**src/rtl/mux_scan_pkg.sv**
```systemverilog
// Shared definitions for the mux scan sequencer: channel count, select width, FSM states.
// Latency: n/a (types and constants only).
// Backpressure: n/a.
package mux_scan_pkg;

    localparam int NCH   = 8;
    localparam int SEL_W = 3;

    typedef enum logic [1:0] {
        ST_IDLE   = 2'd0,
        ST_SETTLE = 2'd1,
        ST_HOLD   = 2'd2,
        ST_DONE   = 2'd3
    } state_t;

endpackage

```
**src/rtl/mux_scan_next_ch.sv**
```systemverilog
// Priority encoder: next-higher enabled channel, lowest enabled channel, last-channel flag.
// Latency: purely combinational.
// Backpressure: none.
module mux_scan_next_ch
    import mux_scan_pkg::*;
(
    input  logic [NCH-1:0]   mask,
    input  logic [SEL_W-1:0] cur,
    output logic [SEL_W-1:0] nxt,
    output logic [SEL_W-1:0] lowest,
    output logic             is_last
);

    // Scan from the top down so the last hit is the smallest qualifying channel.
    always_comb begin
        nxt     = '0;
        lowest  = '0;
        is_last = 1'b1;
        for (int k = NCH - 1; k >= 0; k--) begin
            if (mask[k]) begin
                lowest = SEL_W'(k);
            end
            if (mask[k] && (k > int'(cur))) begin
                nxt     = SEL_W'(k);
                is_last = 1'b0;
            end
        end
    end

endmodule

```
**src/rtl/mux_scan_sequencer.sv**
```systemverilog
// Steps an 8:1 mux select over enabled channels, waits SETTLE cycles, captures mux_y and offers it downstream.
// Latency: sample valid SETTLE cycles after the select changes; one sample per SETTLE+1 cycles at full rate.
// Backpressure: out_valid/out_data/out_ch and the select hold while out_ready is low; the scan stalls in HOLD.
module mux_scan_sequencer
    import mux_scan_pkg::*;
#(
    parameter int N      = 4,
    parameter int SETTLE = 2
) (
    input  logic           clk,
    input  logic           rst_n,
    input  logic           start,
    input  logic           cont,
    input  logic [7:0]     ch_mask,
    input  logic [N-1:0]   mux_y,
    output logic           s0,
    output logic           s1,
    output logic           s2,
    output logic [N-1:0]   out_data,
    output logic [2:0]     out_ch,
    output logic           out_valid,
    input  logic           out_ready,
    output logic           busy,
    output logic           done
);

    localparam int CNT_W = (SETTLE > 1) ? $clog2(SETTLE) : 1;
    localparam logic [CNT_W-1:0] CNT_LAST = CNT_W'(SETTLE - 1);

    state_t             state_q,     state_d;
    logic [SEL_W-1:0]   sel_q,       sel_d;
    logic [CNT_W-1:0]   cnt_q,       cnt_d;
    logic [NCH-1:0]     mask_q,      mask_d;
    logic [N-1:0]       out_data_q,  out_data_d;
    logic [SEL_W-1:0]   out_ch_q,    out_ch_d;
    logic               out_valid_q, out_valid_d;
    logic               busy_q,      busy_d;
    logic               done_q,      done_d;

    logic [NCH-1:0]     enc_mask;
    logic [SEL_W-1:0]   enc_nxt;
    logic [SEL_W-1:0]   enc_lowest;
    logic               enc_is_last;

    // In IDLE the encoder looks at the live mask so the first channel is known on the accepting edge.
    assign enc_mask = (state_q == ST_IDLE) ? ch_mask : mask_q;

    mux_scan_next_ch u_next_ch (
        .mask    (enc_mask),
        .cur     (sel_q),
        .nxt     (enc_nxt),
        .lowest  (enc_lowest),
        .is_last (enc_is_last)
    );

    // Next-state and next-output computation for the scan FSM.
    always_comb begin
        state_d     = state_q;
        sel_d       = sel_q;
        cnt_d       = cnt_q;
        mask_d      = mask_q;
        out_data_d  = out_data_q;
        out_ch_d    = out_ch_q;
        out_valid_d = out_valid_q;
        busy_d      = busy_q;
        done_d      = 1'b0;

        unique case (state_q)
            ST_IDLE: begin
                if (start) begin
                    mask_d = ch_mask;
                    busy_d = 1'b1;
                    if (ch_mask != '0) begin
                        sel_d   = enc_lowest;
                        cnt_d   = '0;
                        state_d = ST_SETTLE;
                    end else begin
                        done_d  = 1'b1;
                        state_d = ST_DONE;
                    end
                end
            end
            ST_SETTLE: begin
                if (cnt_q == CNT_LAST) begin
                    cnt_d       = '0;
                    out_data_d  = mux_y;
                    out_ch_d    = sel_q;
                    out_valid_d = 1'b1;
                    state_d     = ST_HOLD;
                end else begin
                    cnt_d = cnt_q + CNT_W'(1);
                end
            end
            ST_HOLD: begin
                if (out_valid_q && out_ready) begin
                    out_valid_d = 1'b0;
                    if (!enc_is_last) begin
                        sel_d   = enc_nxt;
                        state_d = ST_SETTLE;
                    end else if (cont) begin
                        // Wrap to the lowest channel of the mask latched at start.
                        sel_d   = enc_lowest;
                        state_d = ST_SETTLE;
                    end else begin
                        done_d  = 1'b1;
                        state_d = ST_DONE;
                    end
                end
            end
            ST_DONE: begin
                busy_d  = 1'b0;
                state_d = ST_IDLE;
            end
            default: begin
                state_d = ST_IDLE;
            end
        endcase
    end

    // State and registered outputs; synchronous reset abandons any scan in flight.
    always_ff @(posedge clk) begin
        if (!rst_n) begin
            state_q     <= ST_IDLE;
            sel_q       <= '0;
            cnt_q       <= '0;
            mask_q      <= '0;
            out_data_q  <= '0;
            out_ch_q    <= '0;
            out_valid_q <= 1'b0;
            busy_q      <= 1'b0;
            done_q      <= 1'b0;
        end else begin
            state_q     <= state_d;
            sel_q       <= sel_d;
            cnt_q       <= cnt_d;
            mask_q      <= mask_d;
            out_data_q  <= out_data_d;
            out_ch_q    <= out_ch_d;
            out_valid_q <= out_valid_d;
            busy_q      <= busy_d;
            done_q      <= done_d;
        end
    end

    assign s0        = sel_q[0];
    assign s1        = sel_q[1];
    assign s2        = sel_q[2];
    assign out_data  = out_data_q;
    assign out_ch    = out_ch_q;
    assign out_valid = out_valid_q;
    assign busy      = busy_q;
    assign done      = done_q;

endmodule

```
**config.mk**
```make
export PLATFORM = sky130hd
export DESIGN_NAME = mux_scan_sequencer
export DESIGN_NICKNAME = d
export VERILOG_FILES = /design/src/rtl/mux_scan_pkg.sv /design/src/rtl/mux_scan_next_ch.sv /design/src/rtl/mux_scan_sequencer.sv
export SDC_FILE = /design/constraint.sdc
export NUM_CORES = 1
export LEC_CHECK = 0
export BUFFER_PORTS_ARGS = -buffer_cell sky130_fd_sc_hd__buf_2
export CORE_AREA = 2 2 62 64
export DETAILED_ROUTE_END_ITERATION = 12
export DIE_AREA = 0 0 64 66
export PLACE_DENSITY_LB_ADDON = 0.05
export REMOVE_ABC_BUFFERS = 1
export SYNTH_ARGS = -nofsm -noshare
export SYNTH_HDL_FRONTEND = slang
export SYNTH_SLANG_ARGS = --single-unit
export TNS_END_PERCENT = 50
```
**constraint.sdc**
```tcl
create_clock -name clk -period 2.2 [get_ports clk]
set_input_delay 0.44 -clock clk [delete_from_list [all_inputs] [get_ports clk]]
set_output_delay 0.44 -clock clk [all_outputs]
set_load 0.01 [all_outputs]
```
==> results of run 1 <==
## synthesized netlist by cell type (all sizes together), types with 2 or more instances
master	count	share of area, %
nand2	34	9.4
a21oi	31	11
dfxtp	24	35
o21ai	14	5.1
nor2	13	3.5
nand3	9	3.3
inv	8	2.2
clkbuf	6	1.6
nor3	5	1.8
a211oi	4	2.2
buf	4	2.4
or3	4	1.8
o21bai	3	1.9
o31ai	3	1.6
or3b	3	1.9
a22oi	2	1.1
a311oi	2	1.7
a31oi	2	0.90
and2	2	0.90
nand4	2	0.90
## power by group through the flow
stage / registers [uW] / logic (uW) / clock network, uW
3_3_place_gp: 514 / 381 / 0
3_5_place_dp: 515 / 381 / 0
4_1_cts: 506 / 383 / 252
5_1_grt: 514 / 436 / 264
6_report: 507 / 385 / 244
2_1_floorplan: 523 / 213 / 0
## cell usage in the layout (no fill, tap or decap), types with 2 or more instances in the layout
cell	netlist	final
a211oi_1	4	4
a21oi_1	31	31
a22oi_1	2	2
a31oi_1	2	2
buf_2	2	29
buf_4	0	17
clkbuf_4	0	3
dfxtp_1	24	22
inv_1	8	8
nand2_1	33	33
nand3_1	9	9
nand4_1	2	2
nor2_1	13	13
nor3_1	5	5
o21ai_0	11	10
o21ai_1	3	4
o21bai_1	2	2
o31ai_1	3	3
or3_1	4	4
or3b_1	3	3
## cell type report
class	count	area, sq um	area share (%)
multi-input combinational	149	820	48.1
inverter	8	30.0	1.76
sequential	24	485	28.5
clock buffer	4	36.3	2.13
tap	48	60.1	3.52
timing repair buffer	46	273	16.0
## critical path: cells and delay by family (launching register included)
family | cells | cell delay, ps
compound gates | 3 | 480
flops | 1 | 390
simple gates | 3 | 1200
## per-layer routing
metal	part of all wire [%]	vias to the layer above	GRT usage [%]
met3	4.3	9	2.04
li1	-	772	-
met2	49	46	35.8
met1	44	689	25.1
met4	2.0	0	8.42
met5	0	-	0
## worst max path at each step
| stage | start | end | slack, ps | depth (start not counted) |
|---|---|---|---|---|
| after floorplan | state_q[1]$_SDFFE_PN0P_ | sel_q[2]$_SDFFE_PN0P_ | -50 | 6 |
| after global placement | ch_mask[5] | sel_q[2]$_SDFFE_PN0P_ | -40 | 7 |
| after detailed placement | ch_mask[5] | sel_q[2]$_SDFFE_PN0P_ | -90 | 7 |
| after CTS | state_q[1]$_SDFFE_PN0P_ | sel_q[2]$_SDFFE_PN0P_ | 30 | 6 |
| after global routing | state_q[1]$_SDFFE_PN0P_ | sel_q[2]$_SDFFE_PN0P_ | -20 | 6 |
| final | state_q[1]$_SDFFE_PN0P_ | sel_q[2]$_SDFFE_PN0P_ | 50 | 6 |
## state kept, by name, summed over array words and instances (netlist names)
register	cells
out_valid	1
out_data	4
state_q	2
sel_q	3
busy	1
out_ch	3
cnt_q	1
done	1
mask_q	8
## metrics by stage
step | utilization, % | area, sq um | TNS (ps) | total power (uW)
after global routing | 48.0 | 1700 | -18.3 | 1210
after detailed placement | 46.8 | 1660 | -94.9 | 896
after floorplan | - | 1330 | -51.3 | 736
after global placement | 46.8 | 1660 | -36.6 | 895
after CTS | 47.8 | 1700 | 0 | 1140
final | 48.0 | 1700 | 0 | 1140
## cells by family (layout without fill, tap and decap cells)
| family | after synthesis | count (layout) |
|---|---|---|
| and+or+nand+nor | 79 | 79 |
| AOI/OAI and AO/OA | 70 | 70 |
| DFF | 24 | 24 |
| buffers and inverters | 18 | 58 |
==> metrics.txt, run 1 <==
status completed; fin nets 249; Compound-Gate Fraction of Synth Area 31.5%; Worst Path Max Fanout 7; Arr. time, crit path roughly 2400 ps; Post-synth ARST share 0%; antenna-violating nets left 0; post-synthesis cell area 1380 sq um; Syn. warnings 0; Worst VDD drop 0.206 mV; min-delay src mux_y[3]; GRT Util Overall about a fifth; Hold Fails Final Rpt 0; Synth Area in Simple Gates ~28%; Die Span Y 66 um; fraction of layout cells with a size suffix above 1 25.1%; maximum clock path buffer count 2; Vias around 1,500; core outline area 3550 sq um; mean post-synth cell area about 7.2 sq um; Clock Power Share 21.5%; min cycle time layout ~2100 ps; Hold Crit Depth 3; Worst Skew 6.25 ps; Reg clk slew, reported paths 140 ps; Via density ~5.4; Port-buffer cells 29; worst rel slew slack between 60% and 70%; drt initial violations 68; drt drc 0; post-route worst setup slack between 50 and 60 ps; Worst Setup Path Type flop to flop; RD Place Congestion 0.975; row cnt 22; Fmax 466 MHz; number of synthesized flops with an enable pin 0; final wirelength 3840 um; Layout Cells excl Fill roughly 280; CP max stage delay approximately 560 ps; Int Pwr ~740 uW; IO Count 30; FILL cells 382; largest family of logic cells by synthesized area compound AO/OA/AOI/OAI gates; r2r startpoint state_q[1]$_SDFFE_PN0P_; CP Launch Type flop; die width 64 um; Root Driver clkbuf_4; LEAKAGE 0.000715 uW; Worst-Skew Late Latency 330 ps; Max Slew Vio Count 0; NetSw 393 uW; post-synthesis mux area share 0%; R2R setup slack 50 ps; Seq pwr share 44.7%; worst reg2reg path endpoint sel_q[2]$_SDFFE_PN0P_; Tightest Pin Transition 527 ps; Top FF cell, synth dfxtp_1; worst reg-to-reg path cell count 6; unrepaired setup endpoints after global routing yes; Layout area overhead 23.3%; largest net degree at the start of global routing 16; overflow left after global routing 0; Setup Viol. Count Final 0; first-pass GRT wire length 6780 um; Post-Synth Adder-Cell Area 0%; Setup WS pre-CTS -94.9 ps; Initial Util 38.9%; Hold Buf Count CTS 0; DP HPWL 3080 um; CP Capture Type flop; Hold Path End out_data[3]$_SDFFE_PN0P_; pwr dens approximately 670 nW/um^2; max_cap viols 0; Worst path slowest cell or4_1; synthesized instance count 191; initial antenna violation count 0; CTS Buf Count 3; switching share of power 34.6%; Worst Hold Class primary input to flop; placed cell count 275; sequential share of the synthesized area between 30% and 40%; Worst EP required 2460 ps; Comb power frac 33.9%; #FFs+latches synth 24; Period Utilization, post-route 97.6%; area share of xor/xnor cells in the synthesized design 0%; critical path cell sequence or3_1, o211a_2, and4bb_1, a31oi_1, or4_1, a311oi_2; WHS roughly 340 ps; clock sink total 24; Post-CTS Setup Bufs 0; CTS tree done; Resized cells post-CTS 0; H-tree lvl count 1; TritonRoute pass-1 iters 5; die area 4220 sq um; vias in the first global route 1,514; Antenna Cells 0; WL per Instance 13.8 um; synth unique cells 41
No activity file was read; power rests on OpenSTA's default activity.
==> run 2, diff against run 1 <==
--- a/config.mk
+++ b/config.mk
@@ -5,7 +5,9 @@
 export SDC_FILE = /design/constraint.sdc
 export NUM_CORES = 1
 export LEC_CHECK = 0
+export ABC_AREA = 1
 export BUFFER_PORTS_ARGS = -buffer_cell sky130_fd_sc_hd__buf_2
+export CAP_MARGIN = 20
 export CORE_AREA = 2 2 62 64
 export DETAILED_ROUTE_END_ITERATION = 12
 export DIE_AREA = 0 0 64 66
==> metrics.txt, run 2 <==
Reg clk slew, reported paths 150 ps (about the same); WL per Instance 11.9 um (-14%); Hold Buf Count CTS 0 (unchanged); Layout Utilization 46.1% (-1.9 points); IO Count 30 (unchanged); Resized cells post-CTS 0 (unchanged); mean post-synth cell area 6.44 sq um (-11%); synth unique cells 23 (-44%); Tightest Pin Transition 435 ps (-91.9 ps); GRT Util Overall 19.6% (-0.69 points); Hold Fails Final Rpt 0 (unchanged); Root Driver clkbuf_4; worst rel slew slack 71.0% (+6.2 points); CTS tree done; initial antenna violation count 0 (unchanged); clock sink total 24 (unchanged); Largest register FFs 8 (unchanged); Worst Setup Path Type flop to flop; Worst EP required 2450 ps (about the same); core outline area 3550 sq um (unchanged); top-count cell post-synth nand2_1; maximum clock path buffer count 2 (unchanged); setup_tns 0 ps (unchanged); Arr. time, crit path 2110 ps (-290 ps); DP HPWL 2730 um (-11%); status completed; RD Place Congestion 0.804 (-18%); min cycle time layout 1860 ps (-288 ps); Yosys top cell by area dfxtp_1; Yosys top cell area share 34.9% (+0.13 points); Port-buffer cells 29 (unchanged); die width 64 um (unchanged); pwr dens 819 nW/um^2 (+23%); Die Span Y 66 um (unchanged); most frequent cells in the layout 55 x nand2_1, 29 x buf_2, 27 x inv_1; Setup Viol. Count Final 0 (unchanged); TritonRoute pass-1 iters 4 (-1); Antenna Cells 0 (unchanged); critical path cell sequence nor2_2, buf_4, nand2_2, nand3_2, nand2_2, nor2_4, nand3_2, inv_2, nand2_1, nand2_2, nand2_1, nand2_1, nor2_1; unrepaired setup endpoints after global routing no; Max Slew Vio Count 0 (unchanged); Initial Util 38.8% (-0.14 points); fraction of layout cells with a size suffix above 1 24.8% (-0.31 points); #FFs+latches synth 24 (unchanged); fin nets 264 (+6.0%); number of synthesized flops with an enable pin 0 (unchanged); CP Launch Type flop; R2R setup slack 340 ps (+290 ps); Layout area overhead 18.7%; Via density 4.81 (-11%); synthesized instance count 214 (+12%); Reg with most FFs mask_q; Worst Skew 3.10 ps (-3.15 ps); Period Utilization, post-route 84.5% (-13 points); Post-synth ARST share 0% (unchanged); Fmax 538 MHz (+15%); largest net degree at the start of global routing 15 (-1); CP max stage delay 390 ps (-170 ps); max_cap viols 0 (unchanged); most common library cell in the layout ignoring fill and taps nand2_1; drt drc 0 (unchanged); vias in the first global route 1,405 (-7.2%); drt initial violations 85 (+25%); overflow left after global routing 0 (unchanged); sequential share of the synthesized area 34.9% (+0.13 points); top post-synthesis cells by area dfxtp_1 35%, nand2_1 15%, a21oi_1 7.6%; row cnt 22 (unchanged); CP bufs+invs 2 (+2); post-synthesis cell area 1380 sq um (-0.36%); CTS Buf Count 3 (unchanged); H-tree lvl count 1 (unchanged); Vias 1,415 (-6.7%); Top FF cell, synth dfxtp_1; CP Capture Type flop; final wirelength 3490 um (-9.0%); Worst Path Max Fanout 10 (+3); Crit path max-delay family simple AND/OR/NAND/NOR gates; Commonest cells post-synth 55 x nand2_1, 27 x inv_1, 24 x dfxtp_1; Syn. warnings 0 (unchanged); Worst VDD drop 0.364 mV (+77%); Worst path slowest cell dfxtp_1; Worst-Skew Late Latency 330 ps (about the same); LEAKAGE 0.000806 uW (+13%); first-pass GRT wire length 6360 um (-6.2%); Worst Hold Class primary input to flop; die area 4220 sq um (unchanged); Post-CTS Setup Bufs 0 (unchanged); antenna-violating nets left 0 (unchanged)
[run 2: changes by cell type in the layout (fill, tap and decap cells not counted), sizes merged, moves of 3 or more]
cell | before | now
nand2 | 34 | 66
or3 | 4 | 0
nor3 | 5 | 0
buf | 46 | 32
nand3 | 9 | 20
nor2 | 13 | 23
o21bai | 3 | 0
or3b | 3 | 0
a21oi | 31 | 21
inv | 8 | 30
[run 2: cell type report]
type | instances | area [sq um]
multi-input cells | 156 | 762
fillers | 389 | 1920
flip-flops and latches | 24 | 480
clock inverters | 1 | 30.0
well taps | 48 | 60.1
repair buffers | 32 | 168
clock buffers | 3 | 22.5
inverters | 30 | 113
[run 2: cell families (layout without fill, tap and decap cells)]
group	Yosys count	count (layout)	share of synthesized area (%)
AO/OA/AOI/OAI	43	43	16.5
buffers and inverters	34	66	9.81
flip-flops	24	24	34.9
AND/OR/NAND/NOR	113	113	38.8
[run 2: per-stage QoR]
stage | total power (uW) | worst slack, ps | cells | instance area (sq um) | hold WS [ps]
after floorplan | 878 | 505 | 210 | 1360 | 423
after global placement | 1020 | 401 | 290 | 1580 | 444
after detailed placement | 1010 | 346 | 290 | 1580 | 448
after CTS | 1350 | 328 | 294 | 1640 | 354
after global routing | 1450 | 154 | 294 | 1640 | 354
final | 1340 | 342 | 294 | 1640 | 351
[run 2: worst register-to-register path, delay by kind of cell (launching register included)]
kind / cells / cell delay (ps)
buffers and inverters: 2 / 280
DFF: 1 / 390
and+or+nand+nor: 11 / 1110
[run 2: power breakdown]
| part | leakage [uW] | total [uW] | switching [uW] | internal, uW |
|---|---|---|---|---|
| registers | 0.000197 | 521 | 44.8 | 476 |
| logic | 0.000582 | 483 | 311 | 171 |
| clock network | 0.0000279 | 336 | 151 | 185 |
[run 2: worst paths after layout]
| kind | from | depth (start not counted) | endpoint |
|---|---|---|---|
| worst min-delay path | mux_y[3] | 3 | out_data[3]$_SDFFE_PN0P_ |
| worst max register to register | state_q[0]$_SDFFE_PN0P_ | 13 | sel_q[0]$_SDFFE_PN0P_ |
| worst min register to register | mask_q[6]$_SDFFE_PN0P_ | 2 | mask_q[6]$_SDFFE_PN0P_ |
| worst max-delay path | state_q[0]$_SDFFE_PN0P_ | 13 | sel_q[0]$_SDFFE_PN0P_ |
[run 2: routing by layer]
layer,up-vias,track usage [%],wire [um]
met5,-,0,0
met4,0,7.34,64
met3,7,2.56,95
met2,23,31.8,1610
met1,630,26.4,1720
li1,755,-,-
